File: config.mk
export PLATFORM = sky130hd
export DESIGN_NAME = gf_mix_columns_seq_flat
export DESIGN_NICKNAME = d
export VERILOG_FILES = /design/src/rtl/gf_mix_columns_seq_if.sv /design/src/rtl/gf_mix_columns_seq.sv /design/src/flat_wrapper.sv
export SDC_FILE = /design/constraint.sdc
export NUM_CORES = 1
export LEC_CHECK = 0
export CAP_MARGIN = 25
export CORE_UTILIZATION = 53
export CTS_CLUSTER_SIZE = 16
export DETAILED_ROUTE_END_ITERATION = 8
export PLACE_DENSITY = 0.81
export SYNTH_ARGS = -nofsm -noshare
export SYNTH_HDL_FRONTEND = slang
export SYNTH_SLANG_ARGS = --single-unit
File: constraint.sdc
create_clock -name clk -period 3.7 [get_ports clk]
set_clock_uncertainty 0.05 [all_clocks]
set_input_delay 1.11 -clock clk [delete_from_list [all_inputs] [get_ports clk]]
set_output_delay 1.11 -clock clk [all_outputs]
set_load 0.01 [all_outputs]
File: src/rtl/gf_mix_columns_seq_if.sv
// ---------------------------------------------------------------------------
// gf_mix_columns_seq_if
//
// Purpose: groups the upstream and downstream valid/ready handshakes of the
// sequential GF(2^8) column mixer into one bundle.
//
// Parameters:
//   NCOL      number of 32-bit columns per block (1..8)
//
// Signals:
//   in_valid  upstream presents a block on data_in/mode
//   in_ready  mixer can accept a block (IDLE only)
//   mode      0 = MixColumns, 1 = InvMixColumns; sampled on accept
//   data_in   input block, column 0 in the MSB 32 bits
//   out_valid data_out holds a complete result
//   out_ready downstream accepts the result
//   data_out  result block, same packing as data_in
//   busy      mixer is in RUN or DONE
//
// Modports:
//   master    producer/consumer side (drives inputs, observes outputs)
//   slave     mixer side
// ---------------------------------------------------------------------------
interface gf_mix_columns_seq_if #(
  parameter int NCOL = 4
);
  logic                 in_valid;
  logic                 in_ready;
  logic                 mode;
  logic [32*NCOL-1:0]   data_in;
  logic                 out_valid;
  logic                 out_ready;
  logic [32*NCOL-1:0]   data_out;
  logic                 busy;

  modport master (
    output in_valid,
    output mode,
    output data_in,
    output out_ready,
    input  in_ready,
    input  out_valid,
    input  data_out,
    input  busy
  );

  modport slave (
    input  in_valid,
    input  mode,
    input  data_in,
    input  out_ready,
    output in_ready,
    output out_valid,
    output data_out,
    output busy
  );
endinterface

File: src/rtl/gf_mix_columns_seq.sv
// ---------------------------------------------------------------------------
// gf_mix_columns_seq
//
// Purpose: sequential AES MixColumns / InvMixColumns over a block of NCOL
// 32-bit columns, one column per clock. Sits between ShiftRows and
// AddRoundKey. All GF(2^8) products are built from a parametrised xtime
// (multiply-by-2) primitive; no multipliers or lookup tables.
//
// Parameters:
//   NCOL   columns per block, legal range 1..8
//   POLY   low 8 bits of the reduction polynomial used by xtime
//
// Ports:
//   clk    rising-edge clock
//   rst_n  asynchronous active-low reset
//   abort  (only with GF_MIX_ABORT_EN) discard the block in RUN/DONE
//   bus    gf_mix_columns_seq_if.slave handshake bundle
//
// Optional feature macro: GF_MIX_ABORT_EN
//   Defined   : adds the abort input; abort in RUN or DONE returns to IDLE,
//               clears data_out and col_cnt, and wins over out_ready.
//   Undefined : no abort port; every accepted block runs to completion.
//
// Timing: accept edge is cycle 0, out_valid rises after exactly NCOL edges.
// With out_ready held high one block is processed every NCOL+2 cycles.
// ---------------------------------------------------------------------------
module gf_mix_columns_seq #(
  parameter int         NCOL = 4,
  parameter logic [7:0] POLY = 8'h1b
) (
  input  logic                  clk,
  input  logic                  rst_n,
`ifdef GF_MIX_ABORT_EN
  input  logic                  abort,
`endif
  gf_mix_columns_seq_if.slave   bus
);

  localparam int CW = (NCOL > 1) ? $clog2(NCOL) : 1;
  localparam int BW = 32 * NCOL;

  localparam logic [1:0] S_IDLE = 2'd0;
  localparam logic [1:0] S_RUN  = 2'd1;
  localparam logic [1:0] S_DONE = 2'd2;

  localparam logic [CW-1:0] LAST_COL = CW'(NCOL - 1);

  logic [1:0]    state;
  logic [CW-1:0] col_cnt;
  logic [BW-1:0] blk_q;
  logic          mode_q;
  logic [BW-1:0] data_q;

  logic          abort_req;
  logic [31:0]   col_in;
  logic [31:0]   col_out;

`ifdef GF_MIX_ABORT_EN
  assign abort_req = abort;
`else
  assign abort_req = 1'b0;
`endif

  // -------------------------------------------------------------------------
  // GF(2^8) arithmetic
  // -------------------------------------------------------------------------
  function automatic logic [7:0] xtime(input logic [7:0] a);
    return {a[6:0], 1'b0} ^ (a[7] ? POLY : 8'h00);
  endfunction

  // Byte r of a column lives at bits [31-8r -: 8].
  function automatic logic [31:0] mix_enc(input logic [31:0] c);
    logic [7:0]  a  [4];
    logic [7:0]  x2 [4];
    logic [31:0] r;
    r = '0;
    for (int i = 0; i < 4; i++) begin
      a[i]  = c[31-8*i -: 8];
      x2[i] = xtime(a[i]);
    end
    // 2*a_r ^ 3*a_{r+1} ^ a_{r+2} ^ a_{r+3}, with 3*a = xtime(a) ^ a
    for (int i = 0; i < 4; i++) begin
      r[31-8*i -: 8] = x2[i] ^ x2[(i+1)%4] ^ a[(i+1)%4] ^ a[(i+2)%4] ^ a[(i+3)%4];
    end
    return r;
  endfunction

  function automatic logic [31:0] mix_dec(input logic [31:0] c);
    logic [7:0]  a   [4];
    logic [7:0]  x2  [4];
    logic [7:0]  x4  [4];
    logic [7:0]  x8  [4];
    logic [7:0]  m09 [4];
    logic [7:0]  m0b [4];
    logic [7:0]  m0d [4];
    logic [7:0]  m0e [4];
    logic [31:0] r;
    r = '0;
    for (int i = 0; i < 4; i++) begin
      a[i]   = c[31-8*i -: 8];
      x2[i]  = xtime(a[i]);
      x4[i]  = xtime(x2[i]);
      x8[i]  = xtime(x4[i]);
      m09[i] = x8[i] ^ a[i];
      m0b[i] = x8[i] ^ x2[i] ^ a[i];
      m0d[i] = x8[i] ^ x4[i] ^ a[i];
      m0e[i] = x8[i] ^ x4[i] ^ x2[i];
    end
    for (int i = 0; i < 4; i++) begin
      r[31-8*i -: 8] = m0e[i] ^ m0b[(i+1)%4] ^ m0d[(i+2)%4] ^ m09[(i+3)%4];
    end
    return r;
  endfunction

  // -------------------------------------------------------------------------
  // Column datapath: select the active column of the latched block and mix
  // it. Everything here depends only on registered state, so in-flight
  // blocks are immune to changes on data_in/mode after accept.
  // -------------------------------------------------------------------------
  always_comb begin
    // NOTE: give every always_comb output a default before any branch, so a
    // path that skips the assignment cannot infer a latch.
    col_in = '0;
    for (int c = 0; c < NCOL; c++) begin
      if (col_cnt == CW'(c)) begin
        col_in = blk_q[BW-1-32*c -: 32];
      end
    end
  end

  assign col_out = mode_q ? mix_dec(col_in) : mix_enc(col_in);

  // -------------------------------------------------------------------------
  // Control FSM and result register
  // -------------------------------------------------------------------------
  // NOTE: sequential state uses non-blocking assignments only, so every
  // register samples pre-edge values regardless of statement order.
  always_ff @(posedge clk or negedge rst_n) begin
    if (!rst_n) begin
      state   <= S_IDLE;
      col_cnt <= '0;
      // NOTE: the block, mode and result registers are wide but are reset
      // anyway: data_out must read zero after reset and on abort.
      blk_q   <= '0;
      mode_q  <= 1'b0;
      data_q  <= '0;
    end else begin
      case (state)
        S_IDLE: begin
          if (bus.in_valid) begin
            blk_q   <= bus.data_in;
            mode_q  <= bus.mode;
            col_cnt <= '0;
            state   <= S_RUN;
          end
        end

        S_RUN: begin
          if (abort_req) begin
            state   <= S_IDLE;
            col_cnt <= '0;
            data_q  <= '0;
          end else begin
            for (int c = 0; c < NCOL; c++) begin
              if (col_cnt == CW'(c)) begin
                data_q[BW-1-32*c -: 32] <= col_out;
              end
            end
            // Counter stops on the last column instead of wrapping.
            if (col_cnt == LAST_COL) begin
              state <= S_DONE;
            end else begin
              col_cnt <= col_cnt + 1'b1;
            end
          end
        end

        S_DONE: begin
          // abort outranks out_ready; result stays frozen until either.
          if (abort_req) begin
            state   <= S_IDLE;
            col_cnt <= '0;
            data_q  <= '0;
          end else if (bus.out_ready) begin
            state <= S_IDLE;
          end
        end

        default: begin
          state   <= S_IDLE;
          col_cnt <= '0;
        end
      endcase
    end
  end

  // Handshake outputs decode straight from the state register, so in_ready
  // only rises the cycle after the DONE -> IDLE edge.
  assign bus.in_ready  = (state == S_IDLE);
  assign bus.out_valid = (state == S_DONE);
  assign bus.busy      = (state == S_RUN) || (state == S_DONE);
  assign bus.data_out  = data_q;

endmodule

File: src/flat_wrapper.sv
// flat-port wrapper written by rule: the top's interface ports become plain ports
module gf_mix_columns_seq_flat 
#(
  parameter int         NCOL = 4,
  parameter logic [7:0] POLY = 8'h1b
)
  (clk, rst_n, bus_in_valid, bus_mode, bus_data_in, bus_out_ready, bus_in_ready, bus_out_valid, bus_data_out, bus_busy);
  gf_mix_columns_seq_if #(.NCOL(NCOL)) bus_i ();
  input  logic clk;
  input  logic rst_n;
  input wire logic [$bits(bus_i.in_valid)-1:0] bus_in_valid;
  input wire logic [$bits(bus_i.mode)-1:0] bus_mode;
  input wire logic [$bits(bus_i.data_in)-1:0] bus_data_in;
  input wire logic [$bits(bus_i.out_ready)-1:0] bus_out_ready;
  output wire logic [$bits(bus_i.in_ready)-1:0] bus_in_ready;
  output wire logic [$bits(bus_i.out_valid)-1:0] bus_out_valid;
  output wire logic [$bits(bus_i.data_out)-1:0] bus_data_out;
  output wire logic [$bits(bus_i.busy)-1:0] bus_busy;
  assign bus_i.in_valid = bus_in_valid;
  assign bus_i.mode = bus_mode;
  assign bus_i.data_in = bus_data_in;
  assign bus_i.out_ready = bus_out_ready;
  assign bus_in_ready = bus_i.in_ready;
  assign bus_out_valid = bus_i.out_valid;
  assign bus_data_out = bus_i.data_out;
  assign bus_busy = bus_i.busy;
  gf_mix_columns_seq #(.NCOL(NCOL), .POLY(POLY)) u_core (.clk(clk), .rst_n(rst_n), .bus(bus_i));
endmodule
==> results of run 1 <==
worst max-delay path by stage:
stage / to / startpoint / cells after the start
4_1_cts: u_core.bus.data_out[96]$_DFFE_PN0P_ / u_core.col_cnt[1]$_DFFE_PN0P_ / 12
2_1_floorplan: u_core.bus.data_out[107]$_DFFE_PN0P_ / u_core.col_cnt[0]$_DFFE_PN0P_ / 13
3_3_place_gp: u_core.bus.data_out[83]$_DFFE_PN0P_ / u_core.col_cnt[0]$_DFFE_PN0P_ / 13
6_report: u_core.bus.data_out[88]$_DFFE_PN0P_ / u_core.col_cnt[1]$_DFFE_PN0P_ / 13
3_5_place_dp: u_core.bus.data_out[83]$_DFFE_PN0P_ / u_core.col_cnt[0]$_DFFE_PN0P_ / 13
5_1_grt: u_core.bus.data_out[72]$_DFFE_PN0P_ / u_core.col_cnt[1]$_DFFE_PN0P_ / 13
per-layer routing:
| layer | part of all wire | track usage |
|---|---|---|
| met1 | 0.43 | 0.389 |
| met2 | 0.48 | 0.477 |
| met3 | 0.062 | 0.0371 |
| met4 | 0.032 | 0.0951 |
| met5 | 0 | 0 |
tightest hold or removal path: stages, from the launching register on:
cell and delay, ns:
dfrtp_1 0.34, nand2_1 0.04, o21ai_0 0.06
synthesized netlist by cell type (all sizes together) (2+ instances only):
cell | count | area [sq um]
o31ai | 16 | 120
nand3b | 19 | 143
nand2b | 2 | 12.5
inv | 10 | 37.5
a211o | 4 | 35.0
o22ai | 15 | 100
xor2 | 55 | 523
a31oi | 22 | 201
or2 | 3 | 18.8
a211oi | 2 | 20.0
nor2b | 9 | 56.3
ha | 8 | 100
xnor2 | 121 | 1110
and3b | 2 | 17.5
nor3 | 2 | 15.0
and2 | 5 | 31.3
nand4 | 4 | 25.0
a22oi | 9 | 116
o21a | 10 | 75.1
nand2 | 136 | 510
o211ai | 2 | 20.0
nor3b | 3 | 27.5
dfrtp | 261 | 6530
o21ai | 80 | 412
mux2i | 13 | 130
a21o | 2 | 15.0
a21oi | 28 | 155
nor2 | 26 | 108
o221ai | 2 | 52.6
a2bb2oi | 2 | 17.5
o211a | 2 | 20.0
clkbuf | 44 | 165
nand3 | 12 | 60.1
xor3 | 4 | 96.3
mux2 | 166 | 1870
buf | 32 | 260
xnor3 | 27 | 611
kinds of logic (layout without fill, tap and decap cells):
kind of cell | count (synthesis) | after routing | share of synthesized area
AND/OR/NAND/NOR | 226 | 226 | 0.0759
buffers and inverters | 86 | 400 | 0.0333
XOR/XNOR | 207 | 207 | 0.168
multiplexers | 179 | 179 | 0.144
AO/OA/AOI/OAI | 203 | 203 | 0.102
flip-flops | 261 | 261 | 0.469
adder cells (fa/ha/maj) | 8 | 8 | 0.00719
sequential cells by signal (all words and copies together) (netlist names):
| signal | count |
|---|---|
| u_core.blk_q | 128 |
| u_core.bus.data_out | 128 |
| u_core.mode_q | 1 |
| u_core.col_cnt | 2 |
| u_core.state | 2 |
repair_timing:
action                                  CTS  global route
pin swaps                                 0             5
hold endpoints to repair                  0             0
endpoints found under the setup margin    8            83
resized for setup                         4            27
buffers inserted                          0             4
area by class of cell:
type,count,area [sq um],share of cell area
Multi-Input combinational cell,823,7090,0.386
Sequential cell,261,6530,0.355
Tap cell,330,413,0.0225
Timing Repair Buffer,340,3320,0.181
Inverter,10,42.5,0.00231
Clock buffer,42,842,0.0458
Clock inverter,8,144,0.00783
layout by cell type, fill, tap and decap left out, drive strengths merged, types with 3 or more instances in the layout:
| master | n |
|---|---|
| clkdlybuf4s50 | 262 |
| dfrtp | 261 |
| mux2 | 166 |
| nand2 | 136 |
| xnor2 | 121 |
| o21ai | 80 |
| buf | 78 |
| xor2 | 55 |
| clkbuf | 42 |
| a21oi | 28 |
| xnor3 | 27 |
| nor2 | 26 |
| a31oi | 22 |
| nand3b | 19 |
| o31ai | 16 |
| o22ai | 15 |
| mux2i | 13 |
| nand3 | 12 |
| inv | 11 |
| o21a | 10 |
| nor2b | 9 |
| a22oi | 9 |
| ha | 8 |
| and2 | 5 |
| nand4 | 4 |
| a211o | 4 |
| bufinv | 4 |
| xor3 | 4 |
| clkinv | 3 |
| or2 | 3 |
| nor3b | 3 |
metrics by stage:
step                setup slack, ns  area (sq um)  TNS [ns]  cells
floorplan                     0.449         13900         0   1170
global placement             0.0734         17200         0   1760
detailed placement          -0.0384         17200   -0.0557   1760
CTS                         0.00542         18200         0   1810
global route                -0.0178         18400   -0.0866   1814
finish                       0.0999         18400         0   1814
==> impl_metrics.ini, run 1 <==
[status]
outcome = finished, final reports clean

[sta]
finalHoldViolations = 0
period_share = 0.973
min_period_ns = 3.60
drv_slew = 0
hold_slack_ns = 0.427
slew_headroom = 0.469
setup_viol = 0
fmax_ghz = 0.278
worst_pin_slew_ns = 0.797

[final_layout]
syn_to_final_growth_pct = 32.1
final_nets = 1604
n_antenna_cell = 0
final_core_util = 0.722
layout-drive-gt1-share = 0.243
fill_cells = 1788

[worst_setup_path]
end_kind = flop
rr_startpoint = u_core.col_cnt[1]$_DFFE_PN0P_
cp_num_buf_inv = 3
cpMostUsedCell = xnor2_1
critPathMaxFanout = 47
crit_path_cell_trace = inv_1 > ha_2 > buf_12 > and3b_1 > a21oi_1 > a21oi_2 > buf_4 > xnor2_1 > xnor2_1 > xor2_1 > nand2_1 > xnor2_1 > mux2_2
cpLargestDelayFamily = XOR/XNOR gates
reg2reg_depth = 13
path_class = flop to flop
slowest_delay_ns = 0.51
arrival_ns = 4.02
rrSetupSlack_ns = 0.1
critPathLaunchType = flop
crit_slowest_cell = xnor2_1
r2r_end = u_core.bus.data_out[88]$_DFFE_PN0P_
crit_required_ns = 4.12

[routing]
ant_nets = 0
via_per_inst = 5.62
drt_iter0_drc = 776
routed_wl_um = 38000
vias = 10201
drc = 0
wl_per_cell_um = 21.0
dr.pass1.iters = 5

[synth]
ys_ff_latch = 261
synth_edf_count = 0
syn-cell-area_sq_mm = 0.0139
synth-async-reset-ratio = 1.00
yosysUniqueCellTypes = 72
ys_seq_area_frac = 0.469
ys_warn_count = 0
synth_flop_cell = dfrtp_1
synth_cells = 1170
syn_area_per_cell_sq_um = 11.9
syn-num-nets = 1311

[floorplan]
placeableCoreArea_sq_mm = 0.0255
dieWidth_um = 164
fp.dieArea_sq_mm = 0.0269
io_pins = 264
die_h_um = 164
start_util = 0.546
rows = 58

[clocking]
cts_buffer_depth = 3
clk_pin_slew_ns = 0.06
postCtsHoldBufs = 0
cts-root-buf = clkbuf_16
cts.sinks = 261
cts_tree = done
clk_latency_ns = 0.54
cts_buffers = 27
h-tree-depth = 1

[global_routing]
grt_overflow = 0
grt_pass1_vias = 10242
grt_max_degree = 86
grt.total_usage = 0.287
grt_pass1_wl_um = 58400
antenna_found_initial = 0

[hold_path]
min_path_type = flop to flop
whs_path_depth = 2
hp-start = u_core.bus.data_out[117]$_DFFE_PN0P_
hold_path_end = u_core.bus.data_out[117]$_DFFE_PN0P_

[placed_design]
place_congestion = 0.983
place_hpwl_um = 28100
port_buffers = 263

[flow_run]
maxCapViolations = 0
Power of run 1 is not shown: default switching activity piles up to over one toggle a cycle in this logic, so the estimate is an artifact.
==> inputs of run 2 (changes only) <==
--- a/config.mk
+++ b/config.mk
@@ -6,10 +6,12 @@
 export NUM_CORES = 1
 export LEC_CHECK = 0
 export CAP_MARGIN = 25
-export CORE_UTILIZATION = 53
+export CORE_UTILIZATION = 48
 export CTS_CLUSTER_SIZE = 16
 export DETAILED_ROUTE_END_ITERATION = 8
-export PLACE_DENSITY = 0.81
+export GPL_ROUTABILITY_DRIVEN = 0
+export PLACE_DENSITY = 0.77
+export RECOVER_POWER = 50
 export SYNTH_ARGS = -nofsm -noshare
 export SYNTH_HDL_FRONTEND = slang
 export SYNTH_SLANG_ARGS = --single-unit
==> constraint.sdc (replaced) <==
create_clock -name clk -period 3.24 [get_ports clk]
set_clock_uncertainty 0.05 [all_clocks]
set_input_delay 0.972 -clock clk [delete_from_list [all_inputs] [get_ports clk]]
set_output_delay 0.972 -clock clk [all_outputs]
set_load 0.01 [all_outputs]
==> impl_metrics.ini, run 2 (synthesized netlist as in run 1, its figures left out) <==
[worst_setup_path]
cpLargestDelayFamily = XOR/XNOR gates
crit_slowest_cell = xor3_2
slowest_delay_ns = 0.52
crit_start = u_core.col_cnt[0]$_DFFE_PN0P_
path_class = flop to flop
r2r_end = u_core.bus.data_out[43]$_DFFE_PN0P_
cpMostUsedCell = buf_6
cp_num_buf_inv = 3
critPathLaunchType = flop
reg2reg_depth = 12
cp-endpoint = u_core.bus.data_out[43]$_DFFE_PN0P_
arrival_ns = 3.98
end_kind = flop
crit_cells = 12
rrSetupSlack_ns = -0.39
crit_path_cell_trace = buf_6 > ha_4 > buf_6 > buf_6 > nand3b_1 > a31oi_4 > xnor2_4 > xnor3_2 > xor2_2 > xor3_2 > a211oi_4 > o31ai_1
rr_startpoint = u_core.col_cnt[0]$_DFFE_PN0P_
crit_required_ns = 3.59
critPathMaxFanout = 6

[sta]
period_share = 1.12
min_period_ns = 3.63
finalHoldViolations = 0
setup_viol = 108
drv_slew = 97
fmax_ghz = 0.275
slew_headroom = -0.612
worst_slack_ns = -0.391
worst_pin_slew_ns = 2.42
rsz0062_at_grt = true

[clocking]
clk_pin_slew_ns = 0.06
cts_tree = done
cts_buffer_depth = 3
h-tree-depth = 1
cts_buffers = 26
cts-root-buf = clkbuf_16
clk_latency_ns = 0.55
cts.sinks = 261

[final_layout]
final_nets = 1761
multi_input_area_sq_mm = 0.00830
stdcell_area_sq_mm = 0.0209
n_antenna_cell = 0
syn_to_final_growth_pct = 50.0
regArea_sq_mm = 0.00653
final_cell_mix = clkdlybuf4s50_1, dfrtp_1, buf_4, mux2_2, nand2_1
final_common_cell = clkdlybuf4s50_1
fill_cells = 1675
layout-drive-gt1-share = 0.404
final_core_util = 0.741

[floorplan]
io_pins = 264
dieWidth_um = 172
die_h_um = 172
placeableCoreArea_sq_mm = 0.0282
start_util = 0.494
rows = 61
fp.dieArea_sq_mm = 0.0297

[routing]
ant_nets = 0
routed_wl_um = 46200
drc = 0
via_per_inst = 5.71
drt_iter0_drc = 1003
dr.pass1.iters = 6
vias = 11486
wl_per_cell_um = 22.9

[hold_path]
min_path_type = flop to flop
whs_path_depth = 2

[global_routing]
grt.total_usage = 0.282
grt_overflow = 0
grt_util_met2 = 0.473
grt_max_degree = 97
grt_pass1_vias = 11206
grt.busiest_layer = met2
grt_pass1_wl_um = 63100
grt_use_met3 = 0.0453
antenna_found_initial = 0
gr-usage-met1 = 0.364

[flow_run]
maxCapViolations = 1

[placed_design]
place_hpwl_um = 29700
place_area_sq_mm = 0.0181
port_buffers = 263
place_ws_ns = -0.285

[status]
failed_checks = max-capacitance violations, max-slew violations, negative setup slack
outcome = complete, but fails checks
[run 2: cell count changes in the layout (fill, tap and decap cells not counted), moves of 13 or more]
cell / previous run / this run
a21oi_1: 20 / 6
o21ai_1: 4 / 34
o21ai_0: 75 / 32
xnor2_1: 106 / 64
xor2_2: 6 / 22
xnor2_2: 12 / 47
buf_4: 67 / 170
o21ai_2: 0 / 13
xor2_1: 48 / 28
buf_6: 2 / 43
[run 2: layout make-up]
cell class / count / area share
flip-flops and latches: 261 / 0.313
inverters: 10 / 0.00228
clock buffers: 40 / 0.0371
multi-input cells: 823 / 0.398
clock inverters: 3 / 0.000719
repair buffers: 498 / 0.227
well taps: 378 / 0.0227
[run 2: how the worst min path moves through the flow]
stage                                                 endpoint                                 start  slack [ns]
final                      u_core.bus.data_out[77]$_DFFE_PN0P_   u_core.bus.data_out[77]$_DFFE_PN0P_        0.43
after floorplan                  u_core.blk_q[117]$_DFFE_PN0P_         u_core.blk_q[117]$_DFFE_PN0P_        0.42
after global routing      u_core.bus.data_out[111]$_DFFE_PN0P_  u_core.bus.data_out[111]$_DFFE_PN0P_        0.45
after CTS                  u_core.bus.data_out[84]$_DFFE_PN0P_   u_core.bus.data_out[84]$_DFFE_PN0P_        0.43
after detailed placement   u_core.bus.data_out[84]$_DFFE_PN0P_   u_core.bus.data_out[84]$_DFFE_PN0P_        0.42
after global placement    u_core.bus.data_out[113]$_DFFE_PN0P_  u_core.bus.data_out[113]$_DFFE_PN0P_        0.41
[run 2: tightest hold or removal path, cell delays in order (launching register included)]
cell and delay (ns):
dfrtp_1 0.34, nand2_1 0.06, o21ai_2 0.05
[run 2: routing by layer]
layer,vias up,part of all wire
met3,176,0.073
met4,0,0.055
met5,-,0
met2,643,0.49
li1,4936,-
met1,5731,0.39
[run 2: what timing repair did]
action / in CTS / in global routing
gates resized for setup: 159 / 175
hold buffers: 0 / 0
cloned: 2 / 0
pin swaps: 60 / 79
endpoints found under the setup margin: 128 / 128
endpoints found under the hold margin: 0 / 0
setup buffers: 42 / 30
[run 2: stage by stage]
| step | TNS, ns | std cells | hold WS, ns |
|---|---|---|---|
| floorplan | 0 | 1170 | 0.421 |
| global route | -40.62 | 2013 | 0.446 |
| detailed placement | -17.91 | 1908 | 0.419 |
| finish | -18.37 | 2013 | 0.429 |
| global placement | -9.81 | 1908 | 0.411 |
| CTS | -3.61 | 1990 | 0.431 |
Power of run 2 is left out for the same reason.
==> inputs of run 3 (changes only) <==
--- a/config.mk
+++ b/config.mk
@@ -5,12 +5,13 @@
 export SDC_FILE = /design/constraint.sdc
 export NUM_CORES = 1
 export LEC_CHECK = 0
+export ABC_CLOCK_PERIOD_IN_PS = 3240
 export CAP_MARGIN = 25
 export CORE_UTILIZATION = 48
 export CTS_CLUSTER_SIZE = 16
 export DETAILED_ROUTE_END_ITERATION = 8
 export GPL_ROUTABILITY_DRIVEN = 0
-export PLACE_DENSITY = 0.77
+export PLACE_DENSITY_LB_ADDON = 0.15
 export RECOVER_POWER = 50
 export SYNTH_ARGS = -nofsm -noshare
 export SYNTH_HDL_FRONTEND = slang
==> impl_metrics.ini, run 3 (synthesized netlist as in run 1, its figures left out) <==
[worst_setup_path]
critPathLaunchType = flop
path_class = flop to flop
end_kind = flop
cpLargestDelayFamily = XOR/XNOR gates
crit_path_cell_trace = inv_4 > ha_4 > buf_12 > buf_8 > and3b_1 > a21oi_4 > a21oi_4 > inv_1 > xnor3_2 > buf_12 > xor2_4 > xor3_1 > o211a_1 > o31ai_1
crit_cells = 14
slowest_delay_ns = 0.51
cp_num_buf_inv = 5
cp-endpoint = u_core.bus.data_out[75]$_DFFE_PN0P_
crit_start = u_core.col_cnt[1]$_DFFE_PN0P_
critPathMaxFanout = 7
rr_startpoint = u_core.col_cnt[1]$_DFFE_PN0P_
rrSetupSlack_ns = -0.21
r2r_end = u_core.bus.data_out[75]$_DFFE_PN0P_
crit_slowest_cell = xnor3_2
crit_required_ns = 3.62
reg2reg_depth = 14
arrival_ns = 3.84

[hold_path]
min_path_type = flop to flop
hp-start = u_core.bus.data_out[5]$_DFFE_PN0P_

[final_layout]
n_antenna_cell = 0
final_nets = 1781
layout-drive-gt1-share = 0.396
fill_cells = 1745
syn_to_final_growth_pct = 52.3
final_cell_mix = clkdlybuf4s50_1, dfrtp_1, buf_4, mux2_2, nand2_1
final_common_cell = clkdlybuf4s50_1
final-instance-count-excl-fill = 2034

[global_routing]
grt.total_usage = 0.275
grt_overflow = 0
grt_max_degree = 89
antenna_found_initial = 0
grt_pass1_wl_um = 62100
grt_pass1_vias = 11039

[sta]
finalHoldViolations = 0
worst_slack_ns = -0.213
slew_headroom = -0.524
rsz0062_at_grt = true
period_share = 1.07
fmax_ghz = 0.290
worst_pin_slew_ns = 2.29
min_period_ns = 3.45
setup_viol = 92
drv_slew = 112

[status]
failed_checks = max-capacitance violations, max-slew violations, negative setup slack
outcome = complete, but fails checks

[floorplan]
fp.dieArea_sq_mm = 0.0297
dieWidth_um = 172
io_pins = 264
placeableCoreArea_sq_mm = 0.0282
die_h_um = 172
rows = 61
start_util = 0.494

[placed_design]
port_buffers = 263
place_hpwl_um = 29400
dp_cells = 1918

[routing]
drt_iter0_drc = 800
vias = 11054
drc = 0
via_per_inst = 5.43
dr.pass1.iters = 5
wl_per_cell_um = 21.1
routed_wl_um = 42900
ant_nets = 0

[clocking]
cts.sinks = 261
postCtsHoldBufs = 0
cts_buffers = 27
clk_pin_slew_ns = 0.06
cts_buffer_depth = 3
cts-root-buf = clkbuf_16
h-tree-depth = 1
cts_tree = done
clk_latency_ns = 0.54

[flow_run]
maxCapViolations = 2
==> run 3: worst min path at each step <==
stage,depth (start not counted),slack [ns],to
6_report,2,0.43,u_core.bus.data_out[5]$_DFFE_PN0P_
5_1_grt,2,0.45,u_core.bus.data_out[109]$_DFFE_PN0P_
4_1_cts,1,0.40,u_core.bus.data_out[38]$_DFFE_PN0P_
3_5_place_dp,2,0.42,u_core.bus.data_out[109]$_DFFE_PN0P_
3_3_place_gp,2,0.41,u_core.bus.data_out[90]$_DFFE_PN0P_
2_1_floorplan,1,0.42,u_core.blk_q[117]$_DFFE_PN0P_
==> run 3: final cells by class <==
type,count,area [sq um],share of cell area
clock buffers,36,759,0.0358
multi-input cells,824,8260,0.390
flip-flops and latches,261,6530,0.308
clock inverters,9,129,0.00608
well taps,378,473,0.0223
repair buffers,516,4990,0.236
inverters,10,47.5,0.00224
==> run 3: tightest hold or removal path, delay by kind of cell (launching register included) <==
family	cells	cell delay, ns
flops	1	0.34
simple gates	1	0.06
compound gates	1	0.05
==> run 3: metrics by stage <==
| stage | utilization | setup slack (ns) | hold slack (ns) | instance area (sq um) | setup TNS (ns) |
|---|---|---|---|---|---|
| floorplan | - | 0.00883 | 0.421 | 13900 | 0 |
| global placement | 0.646 | -0.253 | 0.409 | 18200 | -10.44 |
| detailed placement | 0.646 | -0.328 | 0.420 | 18200 | -20.85 |
| CTS | 0.715 | -0.183 | 0.400 | 20100 | -5.15 |
| global route | 0.753 | -0.318 | 0.449 | 21200 | -21.22 |
| finish | 0.753 | -0.213 | 0.427 | 21200 | -9.41 |
==> run 3: timing repair <==
| action | CTS | global route |
|---|---|---|
| setup endpoints to repair | 125 | 125 |
| buffers inserted | 43 | 30 |
| cloned | 2 | 1 |
| pin swaps | 52 | 73 |
| endpoints found under the hold margin | 0 | 0 |
| gates resized for setup | 134 | 166 |
==> run 3: metal layers <==
| layer | vias up | wire (um) | track usage | share of wire |
|---|---|---|---|---|
| li1 | 4997 | - | - | - |
| met1 | 5520 | 18200 | 0.370 | 0.42 |
| met2 | 431 | 20900 | 0.454 | 0.49 |
| met3 | 106 | 2210 | 0.0355 | 0.052 |
| met4 | 0 | 1620 | 0.103 | 0.038 |
| met5 | - | 0 | 0 | 0 |
Power of run 3 is left out for the same reason.
